<file path="src/rtl/axi4_lite_pkg.sv">
// Shared types and constants for the AXI4-Lite command master.
package axi4_lite_pkg;

  // Default geometry: 16-bit byte address, 4-byte data bus.
  localparam int unsigned A_DEF = 16;
  localparam int unsigned N_DEF = 4;

  // AXI response encodings, passed through untouched.
  localparam logic [1:0] OKAY   = 2'b00;
  localparam logic [1:0] EXOKAY = 2'b01;
  localparam logic [1:0] SLVERR = 2'b10;
  localparam logic [1:0] DECERR = 2'b11;

  // Transaction sequencing: one outstanding access at a time.
  typedef enum logic [2:0] {
    ST_IDLE  = 3'd0,
    ST_WR    = 3'd1,
    ST_WR_B  = 3'd2,
    ST_RD_AR = 3'd3,
    ST_RD_R  = 3'd4,
    ST_RSP   = 3'd5
  } state_t;

  // Command and response payloads at the default geometry.
  typedef struct packed {
    logic               wr;
    logic [A_DEF-1:0]   addr;
    logic [N_DEF*8-1:0] wdata;
    logic [N_DEF-1:0]   wstrb;
  } cmd_t;

  typedef struct packed {
    logic               wr;
    logic [N_DEF*8-1:0] rdata;
    logic [1:0]         resp;
  } rsp_t;

endpackage

</file>
<file path="src/rtl/axi4_lite_cmd_master_if.sv">
// Command/response streams plus AXI4-Lite master channels, bundled.
interface axi4_lite_cmd_master_if #(
  parameter int unsigned A = 16,
  parameter int unsigned N = 4
);

  // Command stream
  logic             cmd_valid;
  logic             cmd_ready;
  logic             cmd_wr;
  logic [A-1:0]     cmd_addr;
  logic [N*8-1:0]   cmd_wdata;
  logic [N-1:0]     cmd_wstrb;

  // Response stream
  logic             rsp_valid;
  logic             rsp_ready;
  logic             rsp_wr;
  logic [N*8-1:0]   rsp_rdata;
  logic [1:0]       rsp_resp;

  // AXI4-Lite write address / data / response
  logic [A-1:0]     awaddr;
  logic [2:0]       awprot;
  logic             awvalid;
  logic             awready;
  logic [N*8-1:0]   wdata;
  logic [N-1:0]     wstrb;
  logic             wvalid;
  logic             wready;
  logic [1:0]       bresp;
  logic             bvalid;
  logic             bready;

  // AXI4-Lite read address / data
  logic [A-1:0]     araddr;
  logic [2:0]       arprot;
  logic             arvalid;
  logic             arready;
  logic [N*8-1:0]   rdata;
  logic [1:0]       rresp;
  logic             rvalid;
  logic             rready;

  // Initiator view (the command master itself)
  modport master (
    input  cmd_valid, cmd_wr, cmd_addr, cmd_wdata, cmd_wstrb,
    output cmd_ready,
    output rsp_valid, rsp_wr, rsp_rdata, rsp_resp,
    input  rsp_ready,
    output awaddr, awprot, awvalid,
    input  awready,
    output wdata, wstrb, wvalid,
    input  wready,
    input  bresp, bvalid,
    output bready,
    output araddr, arprot, arvalid,
    input  arready,
    input  rdata, rresp, rvalid,
    output rready
  );

  // Environment view (command source, response sink and AXI slave)
  modport slave (
    output cmd_valid, cmd_wr, cmd_addr, cmd_wdata, cmd_wstrb,
    input  cmd_ready,
    input  rsp_valid, rsp_wr, rsp_rdata, rsp_resp,
    output rsp_ready,
    input  awaddr, awprot, awvalid,
    output awready,
    input  wdata, wstrb, wvalid,
    output wready,
    output bresp, bvalid,
    input  bready,
    input  araddr, arprot, arvalid,
    output arready,
    output rdata, rresp, rvalid,
    input  rready
  );

endinterface

</file>
<file path="src/rtl/axi4_lite_cmd_master.sv">
// AXI4-Lite initiator: turns one command into one read or write
// transaction and returns its result on the response stream.
module axi4_lite_cmd_master
  import axi4_lite_pkg::*;
#(
  parameter int unsigned A = 16,
  parameter int unsigned N = 4
) (
  input  logic                   aclk,
  input  logic                   areset,
  axi4_lite_cmd_master_if.master bus
);

  localparam int unsigned DW = N * 8;

  typedef struct packed {
    logic          wr;
    logic [A-1:0]  addr;
    logic [DW-1:0] wdata;
    logic [N-1:0]  wstrb;
  } cmd_pl_t;

  typedef struct packed {
    logic          wr;
    logic [DW-1:0] rdata;
    logic [1:0]    resp;
  } rsp_pl_t;

  state_t  r_state;
  cmd_pl_t r_cmd;
  rsp_pl_t r_rsp;
  logic    r_awvalid;
  logic    r_wvalid;
  logic    r_arvalid;
  logic    r_bready;
  logic    r_rready;
  logic    r_rsp_valid;

  // A channel is still pending if its valid is up and no handshake this cycle.
  logic w_aw_pend;
  logic w_w_pend;

  assign w_aw_pend = r_awvalid && !bus.awready;
  assign w_w_pend  = r_wvalid  && !bus.wready;

  // Command acceptance is a pure function of state, blocked during reset.
  assign bus.cmd_ready = (r_state == ST_IDLE) && !areset;

  assign bus.awaddr    = r_cmd.addr;
  assign bus.awprot    = 3'b000;
  assign bus.awvalid   = r_awvalid;
  assign bus.wdata     = r_cmd.wdata;
  assign bus.wstrb     = r_cmd.wstrb;
  assign bus.wvalid    = r_wvalid;
  assign bus.bready    = r_bready;
  assign bus.araddr    = r_cmd.addr;
  assign bus.arprot    = 3'b000;
  assign bus.arvalid   = r_arvalid;
  assign bus.rready    = r_rready;

  assign bus.rsp_valid = r_rsp_valid;
  assign bus.rsp_wr    = r_rsp.wr;
  assign bus.rsp_rdata = r_rsp.rdata;
  assign bus.rsp_resp  = r_rsp.resp;

  // Transaction FSM with all channel controls and captures registered.
  always_ff @(posedge aclk) begin
    if (areset) begin
      r_state     <= ST_IDLE;
      r_cmd       <= '0;
      r_rsp       <= '0;
      r_awvalid   <= 1'b0;
      r_wvalid    <= 1'b0;
      r_arvalid   <= 1'b0;
      r_bready    <= 1'b0;
      r_rready    <= 1'b0;
      r_rsp_valid <= 1'b0;
    end else begin
      case (r_state)
        ST_IDLE: begin
          if (bus.cmd_valid) begin
            r_cmd <= cmd_pl_t'{wr:    bus.cmd_wr,
                               addr:  bus.cmd_addr,
                               wdata: bus.cmd_wdata,
                               wstrb: bus.cmd_wstrb};
            if (bus.cmd_wr) begin
              r_awvalid <= 1'b1;
              r_wvalid  <= 1'b1;
              r_state   <= ST_WR;
            end else begin
              r_arvalid <= 1'b1;
              r_state   <= ST_RD_AR;
            end
          end
        end

        // AW and W retire independently; B is opened once both are done.
        ST_WR: begin
          if (r_awvalid && bus.awready) r_awvalid <= 1'b0;
          if (r_wvalid && bus.wready)   r_wvalid  <= 1'b0;
          if (!w_aw_pend && !w_w_pend) begin
            r_bready <= 1'b1;
            r_state  <= ST_WR_B;
          end
        end

        ST_WR_B: begin
          if (bus.bvalid) begin
            r_bready    <= 1'b0;
            r_rsp       <= rsp_pl_t'{wr: 1'b1, rdata: '0, resp: bus.bresp};
            r_rsp_valid <= 1'b1;
            r_state     <= ST_RSP;
          end
        end

        ST_RD_AR: begin
          if (bus.arready) begin
            r_arvalid <= 1'b0;
            r_rready  <= 1'b1;
            r_state   <= ST_RD_R;
          end
        end

        ST_RD_R: begin
          if (bus.rvalid) begin
            r_rready    <= 1'b0;
            r_rsp       <= rsp_pl_t'{wr: 1'b0, rdata: bus.rdata, resp: bus.rresp};
            r_rsp_valid <= 1'b1;
            r_state     <= ST_RSP;
          end
        end

        // Result held stable until the sink takes it.
        ST_RSP: begin
          if (bus.rsp_ready) begin
            r_rsp_valid <= 1'b0;
            r_state     <= ST_IDLE;
          end
        end

        default: r_state <= ST_IDLE;
      endcase
    end
  end

endmodule

</file>
<file path="src/flat_wrapper.sv">
// flat-port wrapper written by rule: the top's interface ports become plain ports
module axi4_lite_cmd_master_flat import axi4_lite_pkg::*;
#(
  parameter int unsigned A = 16,
  parameter int unsigned N = 4
)
  (aclk, areset, bus_cmd_valid, bus_cmd_wr, bus_cmd_addr, bus_cmd_wdata, bus_cmd_wstrb, bus_cmd_ready, bus_rsp_valid, bus_rsp_wr, bus_rsp_rdata, bus_rsp_resp, bus_rsp_ready, bus_awaddr, bus_awprot, bus_awvalid, bus_awready, bus_wdata, bus_wstrb, bus_wvalid, bus_wready, bus_bresp, bus_bvalid, bus_bready, bus_araddr, bus_arprot, bus_arvalid, bus_arready, bus_rdata, bus_rresp, bus_rvalid, bus_rready);
  axi4_lite_cmd_master_if #(.A(A), .N(N)) bus_i ();
  input  logic aclk;
  input  logic areset;
  input wire logic [$bits(bus_i.cmd_valid)-1:0] bus_cmd_valid;
  input wire logic [$bits(bus_i.cmd_wr)-1:0] bus_cmd_wr;
  input wire logic [$bits(bus_i.cmd_addr)-1:0] bus_cmd_addr;
  input wire logic [$bits(bus_i.cmd_wdata)-1:0] bus_cmd_wdata;
  input wire logic [$bits(bus_i.cmd_wstrb)-1:0] bus_cmd_wstrb;
  output wire logic [$bits(bus_i.cmd_ready)-1:0] bus_cmd_ready;
  output wire logic [$bits(bus_i.rsp_valid)-1:0] bus_rsp_valid;
  output wire logic [$bits(bus_i.rsp_wr)-1:0] bus_rsp_wr;
  output wire logic [$bits(bus_i.rsp_rdata)-1:0] bus_rsp_rdata;
  output wire logic [$bits(bus_i.rsp_resp)-1:0] bus_rsp_resp;
  input wire logic [$bits(bus_i.rsp_ready)-1:0] bus_rsp_ready;
  output wire logic [$bits(bus_i.awaddr)-1:0] bus_awaddr;
  output wire logic [$bits(bus_i.awprot)-1:0] bus_awprot;
  output wire logic [$bits(bus_i.awvalid)-1:0] bus_awvalid;
  input wire logic [$bits(bus_i.awready)-1:0] bus_awready;
  output wire logic [$bits(bus_i.wdata)-1:0] bus_wdata;
  output wire logic [$bits(bus_i.wstrb)-1:0] bus_wstrb;
  output wire logic [$bits(bus_i.wvalid)-1:0] bus_wvalid;
  input wire logic [$bits(bus_i.wready)-1:0] bus_wready;
  input wire logic [$bits(bus_i.bresp)-1:0] bus_bresp;
  input wire logic [$bits(bus_i.bvalid)-1:0] bus_bvalid;
  output wire logic [$bits(bus_i.bready)-1:0] bus_bready;
  output wire logic [$bits(bus_i.araddr)-1:0] bus_araddr;
  output wire logic [$bits(bus_i.arprot)-1:0] bus_arprot;
  output wire logic [$bits(bus_i.arvalid)-1:0] bus_arvalid;
  input wire logic [$bits(bus_i.arready)-1:0] bus_arready;
  input wire logic [$bits(bus_i.rdata)-1:0] bus_rdata;
  input wire logic [$bits(bus_i.rresp)-1:0] bus_rresp;
  input wire logic [$bits(bus_i.rvalid)-1:0] bus_rvalid;
  output wire logic [$bits(bus_i.rready)-1:0] bus_rready;
  assign bus_i.cmd_valid = bus_cmd_valid;
  assign bus_i.cmd_wr = bus_cmd_wr;
  assign bus_i.cmd_addr = bus_cmd_addr;
  assign bus_i.cmd_wdata = bus_cmd_wdata;
  assign bus_i.cmd_wstrb = bus_cmd_wstrb;
  assign bus_cmd_ready = bus_i.cmd_ready;
  assign bus_rsp_valid = bus_i.rsp_valid;
  assign bus_rsp_wr = bus_i.rsp_wr;
  assign bus_rsp_rdata = bus_i.rsp_rdata;
  assign bus_rsp_resp = bus_i.rsp_resp;
  assign bus_i.rsp_ready = bus_rsp_ready;
  assign bus_awaddr = bus_i.awaddr;
  assign bus_awprot = bus_i.awprot;
  assign bus_awvalid = bus_i.awvalid;
  assign bus_i.awready = bus_awready;
  assign bus_wdata = bus_i.wdata;
  assign bus_wstrb = bus_i.wstrb;
  assign bus_wvalid = bus_i.wvalid;
  assign bus_i.wready = bus_wready;
  assign bus_i.bresp = bus_bresp;
  assign bus_i.bvalid = bus_bvalid;
  assign bus_bready = bus_i.bready;
  assign bus_araddr = bus_i.araddr;
  assign bus_arprot = bus_i.arprot;
  assign bus_arvalid = bus_i.arvalid;
  assign bus_i.arready = bus_arready;
  assign bus_i.rdata = bus_rdata;
  assign bus_i.rresp = bus_rresp;
  assign bus_i.rvalid = bus_rvalid;
  assign bus_rready = bus_i.rready;
  axi4_lite_cmd_master #(.A(A), .N(N)) u_core (.aclk(aclk), .areset(areset), .bus(bus_i));
endmodule
</file>
<file path="config.mk">
export PLATFORM = sky130hd
export DESIGN_NAME = axi4_lite_cmd_master_flat
export DESIGN_NICKNAME = d
export VERILOG_FILES = /design/src/rtl/axi4_lite_pkg.sv /design/src/rtl/axi4_lite_cmd_master_if.sv /design/src/rtl/axi4_lite_cmd_master.sv /design/src/flat_wrapper.sv
export SDC_FILE = /design/constraint.sdc
export NUM_CORES = 1
export LEC_CHECK = 0
export CAP_MARGIN = 20
export CORE_UTILIZATION = 40
export CTS_CLUSTER_SIZE = 12
export DETAILED_ROUTE_END_ITERATION = 10
export PLACE_DENSITY = 0.85
export SETUP_SLACK_MARGIN = 0.3
export SLEW_MARGIN = 25
export SYNTH_ARGS = -nofsm -noshare
export SYNTH_HDL_FRONTEND = slang
export SYNTH_SLANG_ARGS = --single-unit
</file>
<file path="constraint.sdc">
create_clock -name aclk -period 2.4 [get_ports aclk]
set_clock_uncertainty 0.15 [all_clocks]
set_input_delay 0.48 -clock aclk [delete_from_list [all_inputs] [get_ports aclk]]
set_output_delay 0.48 -clock aclk [all_outputs]
set_load 0.02 [all_outputs]
</file>
## After elaboration in Yosys (flattened, before gate mapping)

Index checks and enable logic that the tools add are counted.

| operators by class | value |
|---|---|
| equal/unequal tests | 15 |
| multiplexer cells | 31 |
| reductions and logical operators | 27 |

Operators by type and width:

| operator | count |
|---|---|
| $mux 35 | 2 |
| $pmux 35 s2 | 1 |
| $mux 3 | 6 |
| $pmux 3 s6 | 1 |
| $reduce_and 4->1 | 4 |
| $mux 1 | 14 |
| $ne 2x2->1 const B | 7 |
| $pmux 1 s2 | 5 |
| $reduce_bool 2->1 | 5 |
| $reduce_and 3->1 | 3 |
| $eq 3x2->1 const B | 2 |
| $eq 3x3->1 const B | 2 |
| $logic_and 1x1->1 | 6 |
| $ne 2x1->1 const B | 3 |
| $reduce_and 6->1 | 1 |
| $logic_not 1->1 | 5 |
| $eq 3x1->1 const B | 1 |
| $logic_not 3->1 | 1 |
| $pmux 1 s3 | 1 |
| $reduce_bool 3->1 | 1 |
| $mux 2 | 1 |
| $reduce_and 2->1 | 1 |

| word-level totals | value |
|---|---|
| flip-flop bits (word level) | 96 |
| input port bits | 98 |
| output and inout bits | 116 |
| word-level logic and storage cells | 86 |

## Depth between registers and ports, before layout

Gate-level depths: netlist of the first run.

| depth | value |
|---|---|
| word-level depth | 6 |
| gate-level depth with buffers | 7 |
| gate-level depth less buffers | 4 |

## Worst setup path before layout of the first run

No wires, ideal clock.

| timing | value |
|---|---|
| path type | input -> output |
| start | input port areset |
| end | output port bus_cmd_ready |
| data arrival time | 1473 ps |
| data required time | 1770 ps |
| setup slack | 297 ps |
| stages | 3 |
| path buffers | 2 |
| cell sequence | clkbuf_1 -> clkbuf_1 -> nor4_1 |

| on the way | value |
|---|---|
| longest elaborated chain between the ends | 2 |

RTL lines:

| element | RTL line | source |
|---|---|---|
| start: declaration | flat_wrapper.sv:10 | `input logic areset;` |
| $logic_not 1->1 | axi4_lite_cmd_master.sv:47 | `assign bus.cmd_ready = (r_state == ST_IDLE) && !areset;` |
| $logic_and 1x1->1 | axi4_lite_cmd_master.sv:47 |  |
| end: declaration | flat_wrapper.sv:16 | `output wire logic [$bits(bus_i.cmd_ready)-1:0] bus_cmd_ready;` |

Every way passes these cells.

## Final worst setup path of the first run

| timing | value |
|---|---|
| start | input port bus_cmd_valid |
| end | register u_core.r_cmd, in the netlist u_core.bus.wdata[14] |

| on the way | value |
|---|---|
| longest elaborated chain between the ends | 1 |

RTL lines:

| element | RTL line | source |
|---|---|---|
| start: declaration | flat_wrapper.sv:11 | `input wire logic [$bits(bus_i.cmd_valid)-1:0] bus_cmd_valid;` |
| $reduce_and 2->1 (no source line) | -- |  |
| end signal: assignment | axi4_lite_cmd_master.sv:82 | `r_cmd <= cmd_pl_t'{wr: bus.cmd_wr,` |
| end: declaration | axi4_lite_cmd_master.sv:30 | `cmd_pl_t r_cmd;` |

Every way passes these cells.
A chain may end at the register's enable or synchronous reset.

==> results of run 1 <==
[worst paths after layout]
| kind | depth (start not counted) | endpoint | startpoint | slack (ns) |
|---|---|---|---|---|
| max | 5 | u_core.bus.wdata[14] | bus_cmd_valid | 0.36 |
| min reg2reg | 2 | u_core.bus.wdata[30] | u_core.bus.wdata[30] | 0.31 |
| max reg2reg | 5 | u_core.bus.wdata[14] | u_core.r_state[0] | 0.42 |
| min | 2 | u_core.bus.wdata[30] | u_core.bus.wdata[30] | 0.31 |
[cells in the mapped netlist, types with 2 or more instances]
library cell and instances:
a211oi_1 2, a21o_1 2, a21oi_1 56, a22oi_1 32, a31oi_1 2, buf_2 19
buf_4 22, clkbuf_1 13, dfxtp_1 96, mux2i_1 4, nand2_1 109, nand2b_1 2
nand3_1 3, nand3b_1 3, nor2_1 42, nor2b_1 5, nor3_1 3
[state kept, by name, summed over array words and instances (netlist names)]
signal and count:
u_core.bus.bready 1, u_core.bus.arvalid 1, u_core.bus.wstrb 4, u_core.bus.rready 1
u_core.bus.rsp_rdata 32, u_core.bus.awvalid 1, u_core.bus.araddr 16, u_core.bus.rsp_resp 2
u_core.bus.wvalid 1, u_core.bus.rsp_valid 1, u_core.bus.rsp_wr 1, u_core.r_state 3
u_core.bus.wdata 32
[stage by stage]
step           setup WS (ns)  cell area (µm²)    util  std cells
3_5_place_dp        0.001517             5602  0.6392        703
2_1_floorplan         0.5274             3651       -        436
4_1_cts               0.3083             5799  0.6618        719
6_report              0.3580             5796  0.6613        719
5_1_grt               0.3074             5796  0.6613        719
3_3_place_gp         0.05151             5602  0.6392        703
[layer usage]
metal  part of all wire  vias to the layer above  routed length, µm  global-route usage
li1                   -                     1756                  -                   -
met1               0.39                     1606               3823              0.2340
met2               0.50                      155               4895              0.3581
met3               0.11                       10               1061             0.09065
met4             0.0093                        0                 92             0.04864
met5                  0                        -                  0                   0
[placed cells by master (no fill, tap or decap), drive strengths merged, types with 2 or more instances in the layout]
cell type,instances
clkdlybuf4s50,205
nand2,109
dfxtp,96
a21oi,56
nor2,43
a22oi,32
clkbuf,13
buf,8
conb,6
nor2b,5
mux2i,4
nand3b,3
nor3,3
nand3,3
a21o,2
a211oi,2
a31oi,2
nand2b,2
clkinvlp,2
a311oi,2
[power breakdown]
part | switching (W) | internal (W)
registers | 0.000175 | 0.00186
clock network | 0.000536 | 0.000514
logic | 0.00119 | 0.000977
[kinds of logic (layout without fill, tap and decap cells)]
family          count (synthesis)  after routing  share of synthesized area
other cells                     1              6                   0.001034
mux                             5              5                    0.01415
flops                          96             96                     0.5300
simple gates                  173            173                     0.1943
compound gates                100            100                     0.1712
buf+inv                        56            231                    0.08937
[layout make-up]
| cell class | instances | area share |
|---|---|---|
| timing repair buffer | 214 | 0.3670 |
| inverter | 1 | 0.0006477 |
| clock buffer | 12 | 0.02504 |
| tap | 108 | 0.02332 |
| sequential | 96 | 0.3316 |
| clock inverter | 4 | 0.009283 |
| multi-input combinational | 284 | 0.2431 |
[what timing repair did]
action | CTS | global route
resized for setup | 1 | 3
endpoints found under the setup margin | 1 | 1
gates cloned | 0 | 0
hold buffers | 0 | 0
[worst max-delay path, delay by kind of cell]
family / cells / cell delay, ns
simple gates: 2 / 0.76
buf+inv: 2 / 0.73
compound gates: 1 / 0.08
==> impl_metrics.csv, run 1 <==
group,metric,value,unit
grt,overflow,0,
logic_synthesis,synthTopCellsByArea,"dfxtp_1, nand2_1, a21oi_1, a22oi_1, buf_4",
sta,final.setup.tns,0,ns
floorplanning,die_x,97.21,µm
floorplanning,core_area,8763,µm²
logic_synthesis,yosys_warnings,0,
logic_synthesis,synth_top_area_share,0.5300,
clocking,clk-insertion-delay-late,0.34,ns
clocking,htree_levels,3,
pwr,vdd_drop_max,0.4175,mV
grt,grt_pass1_vias,3369,
route,first_pass_iters,5,
sta,fmax,0.4897,GHz
logic_synthesis,synth_flop_cell,"dfxtp_1",
logic_synthesis,synth_top_area_cell,"dfxtp_1",
logic_synthesis,synth_area,3626,µm²
pwr,p_leak,2.086,nW
floorplanning,die_area,9450,µm²
layout,drive_above_1_share,0.04746,
sta,hold-worst-slack,0.3050,ns
floorplanning,rows,34,
pwr,powerDensity,906.4,nW/µm²
route,viasPerCell,4.905,
layout,seqCellArea,1922,µm²
placed_design,io_buffers,207,
clocking,cts-buffers-inserted,9,
logic_synthesis,postSynth.asyncResetShare,0,
clocking,clk_path_buf_depth,2,
logic_synthesis,synth_cell_types,33,
logic_synthesis,yosysSeqAreaShare,0.5300,
clocking,cts_tree,"built",
logic_synthesis,synth-edff-count,0,
critical_path,crit_path_max_incr_delay,0.67,ns
sta,finalHoldViolCount,0,
clocking,cts.sinks,96,
clocking,postCtsSetupRepairBufs,0,
grt,grt_pass1_wl,16020,µm
critical_path,cp.required,2.43,ns
route,drc,0,
floorplanning,start_util,0.4138,
sta,relSlewSlack,0.3522,
clocking,clockRootBuffer,"clkbuf_8",
critical_path,cp_cell_sequence,"clkdlybuf4s50_1, or4b_2, buf_12, nand2_1, a21oi_1",
route,post_drt_wl_per_cell,13.73,µm
placed_design,hpwlAfterDp,7084,µm
sta,fin_crit,2.042,ns
route,drt_iter0_drc,123,
layout,nets,704,
status,outcome,"finished clean",
critical_path,crit_fanout,52,
route,wl,9873,µm
logic_synthesis,ys_ff_latch,96,
critical_path,crit_arrival,2.08,ns
sta,drv_slew,0,
sta,worstMarginPinSlew,0.9717,ns
logic_synthesis,synth_cells,431,
sta,rsz0062_at_grt,"no",
sta,setup_viol,0,
layout,antennaDiodeCount,0,
flow_run,maxCapViolations,0,
critical_path,crit_type,"input pin to register",
min_path,hp-class,"register to register",
grt,grt_antenna_before_repair,0,
floorplanning,io_pins,214,
sta,fin_crit_sh,0.8508,
critical_path,setup.worst_path.start_class,"input pin",
critical_path,crit_slowest_cell,"or4b_2",
grt,grt_util_all_layers,0.2069,
clocking,path_clk_slew,0.09,ns
critical_path,end_kind,"register",
pwr,power.total,0.005253,W
placed_design,globalplace.congestion,0.7525,
route,antenna_left,0,
route,vias,3527,
floorplanning,die_h,97.21,µm
layout,multi_input_area,1409,µm²
layout,fillers,704,
grt,grt_max_degree,99,
logic_synthesis,postSynthAreaPerCell,8.413,µm²
layout,area_delta_synth_final,59.83,%
Power figures use the tool's default switching activity.
==> run 2, diff against run 1 <==
Settings changed: CELL_PAD_IN_SITES_DETAIL_PLACEMENT from default to 0, CELL_PAD_IN_SITES_GLOBAL_PLACEMENT from default to 1, CORE_UTILIZATION 40 to 28, PLACE_DENSITY 0.85 to default, PLACE_DENSITY_LB_ADDON from default to 0.1.
==> impl_metrics.csv, run 2 (synthesized netlist as in run 1, its figures left out) <==
group,metric,value,unit
pwr,power_frac_comb,0.384,
critical_path,crit_arrival,2.03,ns
sta,worstMarginPinSlew,0.7618,ns
critical_path,critPathTopFamily,"simple AND/OR/NAND/NOR gates",
pwr,powerDensity,958.0,nW/µm²
route,wl,10490,µm
route,vias,3490,
pwr,power_switching_share,0.3403,
grt,overflow,0,
placed_design,hpwlAfterDp,7070,µm
sta,fin_ws,0.4081,ns
grt,grt_pass1_vias,3207,
critical_path,crit_fanout,52,
clocking,cts_tree,"built",
pwr,seqPwrFrac,0.352,
route,first_pass_iters,4,
clocking,clk-insertion-delay-late,0.34,ns
sta,hold-worst-slack,0.3015,ns
pwr,power.total,0.005782,W
clocking,clk_path_buf_depth,2,
clocking,cts.sinks,96,
route,antenna_left,0,
placed_design,place_ws,0.04512,ns
route,post_drt_wl_per_cell,13.40,µm
layout,nets,704,
sta,fin_crit_sh,0.8299,
route,viasPerCell,4.457,
sta,relSlewSlack,0.4921,
route,drc,0,
layout,area_delta_synth_final,66.46,%
sta,fin_crit,1.992,ns
critical_path,crit_type,"input pin to register",
layout,antennaDiodeCount,0,
critical_path,crit_slowest_cell,"or4b_2",
floorplanning,die_x,115.8,µm
layout,final_common_cell,"clkdlybuf4s50_1",
floorplanning,die_area,13410,µm²
placed_design,io_buffers,207,
critical_path,setup.worst_path.start_class,"input pin",
layout,drive_above_1_share,0.04583,
floorplanning,start_util,0.2873,
grt,grt_antenna_before_repair,0,
sta,setup_viol,0,
flow_run,maxCapViolations,0,
min_path,hp-class,"register to register",
clocking,postCtsSetupRepairBufs,0,
layout,layout_common_cells,"clkdlybuf4s50_1, nand2_1, dfxtp_1",
grt,grt_util_all_layers,0.1551,
sta,fmax,0.5020,GHz
floorplanning,core_area,12620,µm²
critical_path,cp_cell_sequence,"clkdlybuf4s50_1, or4b_2, buf_12, nand2_1, a21oi_1",
critical_path,end_kind,"register",
status,outcome,"finished clean",
placed_design,globalplace.congestion,0.6898,
floorplanning,rows,41,
floorplanning,die_h,115.8,µm
pwr,clockPowerShare,0.264,
clocking,clockRootBuffer,"clkbuf_16",
clocking,htree_levels,3,
pwr,p_leak,2.162,nW
route,drt_iter0_drc,221,
sta,drv_slew,0,
clocking,path_clk_slew,0.06,ns
sta,rsz0062_at_grt,"no",
grt,grt_pass1_wl,15990,µm
pwr,p_int,0.003815,W
grt,grt_max_degree,99,
placed_design,dp_cells,767,
critical_path,cp.buffers_inverters,2,
sta,final.setup.tns,0,ns
critical_path,cp.required,2.44,ns
layout,final_cell_count_no_fill,783,
floorplanning,io_pins,214,
clocking,cts-buffers-inserted,9,
pwr,p_sw,0.001968,W
critical_path,crit_path_max_incr_delay,0.66,ns
pwr,vdd_drop_max,0.3450,mV
sta,finalHoldViolCount,0,
[run 2: cell type report]
cell class                 count  area (µm²)
fill                        1270        6584
timing repair buffer         214        2171
sequential                    96        1922
multi-input combinational    284        1409
clock buffer                  13       250.2
tap                          172       215.2
clock inverter                 3       65.06
inverter                       1       3.754
[run 2: what timing repair did]
item | 4_1_cts | 5_1_grt
gates resized for setup | 4 | 2
endpoints found under the hold margin | 0 | 0
hold buffers | 0 | 0
endpoints found under the setup margin | 1 | 1
[run 2: tightest hold or removal path, stage by stage, from the launching register on]
cell and delay, ns:
dfxtp_1 0.31, nand2_1 0.05, a21oi_1 0.05
[run 2: power by group through the flow]
stage                     clock (W)  combinational, W  sequential, W
after floorplan                   0           0.00106        0.00233
after global placement            0           0.00225        0.00206
after detailed placement          0           0.00226        0.00207
after CTS                   0.00158           0.00227        0.00204
after global routing        0.00164           0.00243        0.00207
final                       0.00153           0.00222        0.00204
[run 2: through the flow]
stage / utilization / instance area (µm²)
floorplan: - / 3651
global placement: 0.4534 / 5722
detailed placement: 0.4534 / 5722
CTS: 0.4785 / 6038
global route: 0.4783 / 6036
finish: 0.4783 / 6036
[run 2: metal layers]
| metal | GRT usage | wire, µm |
|---|---|---|
| met3 | 0.06067 | 1034 |
| met2 | 0.2389 | 4800 |
| met1 | 0.1888 | 4468 |
| met4 | 0.07607 | 185 |
| met5 | 0 | 0 |
[run 2: final timing paths]
path | start | to | slack [ns] | cells after the start
max | bus_cmd_valid | u_core.bus.wdata[15] | 0.41 | 5
min | u_core.bus.wdata[10] | u_core.bus.wdata[10] | 0.30 | 2
max reg2reg | u_core.r_state[0] | u_core.bus.wdata[15] | 0.43 | 5
min reg2reg | u_core.bus.wdata[10] | u_core.bus.wdata[10] | 0.30 | 2
